**config.mk**
```make
export PLATFORM = sky130hd
export DESIGN_NAME = mac_pipe
export DESIGN_NICKNAME = d
export VERILOG_FILES = /design/src/rtl/mac_pipe.sv
export SDC_FILE = /design/constraint.sdc
export NUM_CORES = 1
export LEC_CHECK = 0
export ABC_CLOCK_PERIOD_IN_PS = 6000
export CAP_MARGIN = 5
export CORE_MARGIN = 2
export CORE_UTILIZATION = 60
export CTS_CLUSTER_DIAMETER = 60
export CTS_CLUSTER_SIZE = 25
export DETAILED_ROUTE_END_ITERATION = 10
export PLACE_DENSITY_LB_ADDON = 0.25
export SYNTH_ARGS = -nofsm -noshare
export SYNTH_HDL_FRONTEND = slang
export SYNTH_SLANG_ARGS = --single-unit
export TNS_END_PERCENT = 30
```
**constraint.sdc**
```tcl
create_clock -name clk -period 6 [get_ports clk]
set_input_delay 1.2 -clock clk [delete_from_list [all_inputs] [get_ports clk]]
set_output_delay 1.2 -clock clk [all_outputs]
set_load 0.02 [all_outputs]
```
**src/rtl/mac_pipe.sv**
```systemverilog
// mac_pipe: pipelined multi-lane multiply/add/accumulate element with valid tags and sticky overflow.
// Define MAC_PIPE_SAT_EN for a saturating accumulator and clamped lane outputs.
module mac_pipe #(
  parameter int WW    = 4,
  parameter int NLANE = 2,
  parameter int PIPE  = 2,
  parameter int GUARD = 4
) (
  input  logic                    clk,
  input  logic                    rst,
  input  logic                    cset,
  input  logic [1:0]              conf,
  input  logic [2*WW*NLANE-1:0]   inputs,
  input  logic [1:0]              control_inputs,
  output logic [2*WW*NLANE-1:0]   outputs,
  output logic                    valid_out,
  output logic [NLANE-1:0]        ovf
);
  localparam int OW   = 2*WW;
  localparam int ACCW = OW+GUARD;
  logic [1:0]      mode;
  logic [PIPE-1:0] vld, clr;
  logic [OW-1:0]   res [PIPE][NLANE];
  logic [OW-1:0]   op [NLANE];
  logic [ACCW-1:0] acc [NLANE];
  logic [ACCW-1:0] nxt [NLANE];
  logic [NLANE-1:0] novf;
  for (genvar i = 0; i < NLANE; i++) begin : g_lane
    logic [OW-1:0] a, b;
    logic [ACCW:0] sum;
    assign a = OW'(inputs[2*WW*i +: WW]);
    assign b = OW'(inputs[2*WW*i+WW +: WW]);
    assign op[i] = mode == 2'b00 ? a : mode == 2'b11 ? a + b : a * b;
    assign sum = {1'b0, acc[i]} + (ACCW+1)'(res[PIPE-1][i]);
`ifdef MAC_PIPE_SAT_EN
    assign nxt[i]  = sum[ACCW] ? '1 : sum[ACCW-1:0];
    assign novf[i] = sum[ACCW] | (|nxt[i][ACCW-1:OW]);
    assign outputs[OW*i +: OW] = |acc[i][ACCW-1:OW] ? '1 : acc[i][OW-1:0];
`else
    assign nxt[i]  = sum[ACCW-1:0];
    assign novf[i] = sum[ACCW];
    assign outputs[OW*i +: OW] = acc[i][OW-1:0];
`endif
  end
  always_ff @(posedge clk) begin
    for (int l = 0; l < NLANE; l++) res[0][l] <= op[l];
    for (int s = 1; s < PIPE; s++)
      for (int l = 0; l < NLANE; l++) res[s][l] <= res[s-1][l];
  end
  always_ff @(posedge clk) begin
    if (rst) mode <= 2'b00;
    else if (cset) mode <= conf;
    if (rst || cset) begin
      vld       <= '0;
      clr       <= '0;
      valid_out <= 1'b0;
      ovf       <= '0;
      for (int l = 0; l < NLANE; l++) acc[l] <= '0;
    end else begin
      vld[0] <= control_inputs[0];
      clr[0] <= control_inputs[1];
      for (int s = 1; s < PIPE; s++) begin
        vld[s] <= vld[s-1];
        clr[s] <= clr[s-1];
      end
      valid_out <= vld[PIPE-1];
      for (int l = 0; l < NLANE; l++) begin
        if (vld[PIPE-1]) begin
          // a cleared MAC restarts from the product, which is the stage result in this mode
          if (mode == 2'b10 && !clr[PIPE-1]) begin
            acc[l] <= nxt[l];
            ovf[l] <= ovf[l] | novf[l];
          end else begin
            acc[l] <= ACCW'(res[PIPE-1][l]);
            if (clr[PIPE-1]) ovf[l] <= 1'b0;
          end
        end else if (clr[PIPE-1]) begin
          acc[l] <= '0;
          ovf[l] <= 1'b0;
        end
      end
    end
  end
endmodule

```
==> reports/results.ini <==
[yosys]
synth_seq_area_share_pct=35.60
syn_nets=529
synth_top_area_share_pct=21.36
yosys.cell_types.count=52
yosysWarnings=0
synth_seq_cells=65
synth_edf_count=20
async_flop_share_pct=0
synth_top_cell_by_area=dfxtp_1
yosys_most_used_dff=dfxtp_1
synthCells=443
synth.avg_cell_area_um2=9.521
syn-cell-area_um2=4218
ys_top_cells_by_area=dfxtp_1 (21%), ha_1 (15%), edfxtp_1 (14%), fa_1 (5.7%), and2_1 (3.7%)

[cts]
cts_buffer_depth=2
cts_buffers=9
clock-sinks=65
cts-root-buf=clkbuf_8
clock_latency_ps=340
clk_pin_slew_ps=80
holdBufCountCts=0
cts_tree=yes
h-tree-depth=3
post_cts_buffers=0
post_cts_resized=0

[route]
drc=0
dr.first_iter.drc_count=162
ant_nets=0
route.vias.total=3196
drt-total-wl_um=8007
wire_per_inst_um=14.05
avgViaCountPerCell=5.607
dr.pass1.iters=4

[sta]
final.setup.tns_ps=0
fmax_mhz=257.3
slew_headroom_pct=46.51
setup_viol=0
max_slew.worst_pin.slew_ps=800.7
setup_ws_ps=2113
finalCriticalPeriod_ps=3887
hold_viol_final=0
period_share_pct=64.79
rsz0062_at_grt=no
finClkSkew_ps=16.65
finalMaxSlewViolations=0

[power_and_ir_drop]
vdd_ir_drop_max_mv=0.1470
power_density_nw_per_um2=255.1
leakagePower_nw=2.116

[finish]
n_antenna_cell=0
finalNetCount=555
drive_gt1_share_pct=4.430
n_fill_cell=526
syn_to_final_growth_pct=15.22

[floorplan]
dieWidth_um=87.85
fp.coreArea_um2=6794
core.rowCount=30
start_util_pct=62.08
dieArea_um2=7717
die_h_um=87.85
io_pins=42

[worst_setup_path]
startpoint_type=primary input
crit_path_end_kind=flop
cp_common_cell=fa_1
crit_chain=clkdlybuf4s50_1 > nand2_1 > fa_1 > inv_1 > fa_1 > inv_1 > fa_1 > xnor2_1 > nor2_1 > a311oi_1
crit_family=adder cells
crit_fanout=5
slowest_delay_ps=560
crit_slowest_cell=clkdlybuf4s50_1
worstPathRequired_ps=6230
path_buf_inv=3
setup.worst_path.class=primary input to flop
cp.arrival_ps=4110

[global_route]
grt_pass1_vias=2991
antenna_found_initial=0
grt_max_degree=19
track_usage_pct=22.02
grt.overflow.total=0
grt_pass1_wl_um=13280

[hold_path]
hold_class=flop to flop

[outcome]
status=completed

[placed_design]
dp_slack_ps=1785
portBuffers=41
dp_hpwl_um=6106
gp_congestion=0.8400

[flow_run]
drv_cap=0

-- cell usage after synthesis, types with 7 or more instances --
master,instances
a21o_1,7
a21oi_1,27
and2_1,25
buf_4,16
clkbuf_1,7
dfxtp_1,45
edfxtp_1,20
fa_1,12
ha_1,51
inv_1,35
mux2i_1,11
nand2_1,40
nand3_1,11
nor2_1,20
o21ai_0,28
xnor2_1,13
xor2_1,7
-- sequential cells by signal (all words and copies together), names as in the netlist --
| register | flops |
|---|---|
| acc | 24 |
| clr | 2 |
| mode | 2 |
| ovf | 2 |
| res | 32 |
| valid_out | 1 |
| vld | 2 |
-- placed cells by master, fill, tap and decap left out, types with 7 or more instances in the layout --
cell type / synthesis / final
and2_1: 25 / 25
xor2_1: 7 / 7
nand3_1: 11 / 11
a21o_1: 7 / 7
mux2i_1: 11 / 11
inv_1: 35 / 35
fa_1: 12 / 12
edfxtp_1: 20 / 20
nand2_1: 40 / 40
o21ai_0: 28 / 28
nor2_1: 20 / 20
clkbuf_8: 0 / 11
dfxtp_1: 45 / 45
a21oi_1: 27 / 27
xnor2_1: 13 / 13
ha_1: 51 / 51
clkdlybuf4s50_1: 0 / 41
-- through the flow --
step / area [µm²] / power (mW) / cells / hold WS, ps / util (%)
3_3_place_gp: 4588 / 0.7426 / 554 / 311.3 / 67.53
4_1_cts: 4860 / 1.242 / 570 / 316.0 / 71.53
3_5_place_dp: 4588 / 0.7531 / 554 / 312.1 / 67.53
2_1_floorplan: 4218 / 0.6878 / 443 / 309.6 / -
5_1_grt: 4860 / 1.294 / 570 / 317.3 / 71.53
6_report: 4860 / 1.240 / 570 / 313.6 / 71.53
-- routing by layer --
layer	track usage [%]	wire, µm
met5	0	0
met4	7.552	69
met3	4.430	324
met2	36.85	3796
met1	28.52	3816
-- final timing paths --
kind	from	to	slack, ps	cells past startpoint
worst min-delay path	res[0][9]	res[1][9]	310	0
worst max register to register	mode[0]	ovf[0]	3670	5
worst max-delay path	inputs[0]	res[0][12]	2110	10
worst min register to register	res[0][9]	res[1][9]	310	0
-- layout make-up --
| type | instances | area, µm² | area share (%) |
|---|---|---|---|
| inverter | 35 | 131.4 | 2.703 |
| clock buffer | 12 | 176.4 | 3.630 |
| clock inverter | 4 | 95.09 | 1.957 |
| tap | 96 | 120.1 | 2.472 |
| sequential | 65 | 1501 | 30.90 |
| timing repair buffer | 41 | 410.4 | 8.445 |
| multi-input combinational | 317 | 2425 | 49.90 |
-- power breakdown --
part | leakage (nW) | switching [mW] | internal (mW) | total, mW
sequential | 0.595 | 0.0186 | 0.486 | 0.505
clock | 0.138 | 0.170 | 0.324 | 0.493
combinational | 1.38 | 0.131 | 0.110 | 0.241
total | 2.12 | 0.320 | 0.920 | 1.24
-- cell families after synthesis --
| logic type | synth area share (%) |
|---|---|
| AO/OA/AOI/OAI | 14.57 |
| XOR/XNOR | 4.153 |
| adder cells (fa/ha/maj) | 20.82 |
| buffers and inverters | 6.912 |
| flip-flops | 35.60 |
| multiplexers | 2.611 |
| AND/OR/NAND/NOR | 15.34 |
Power figures use the tool's default switching activity.
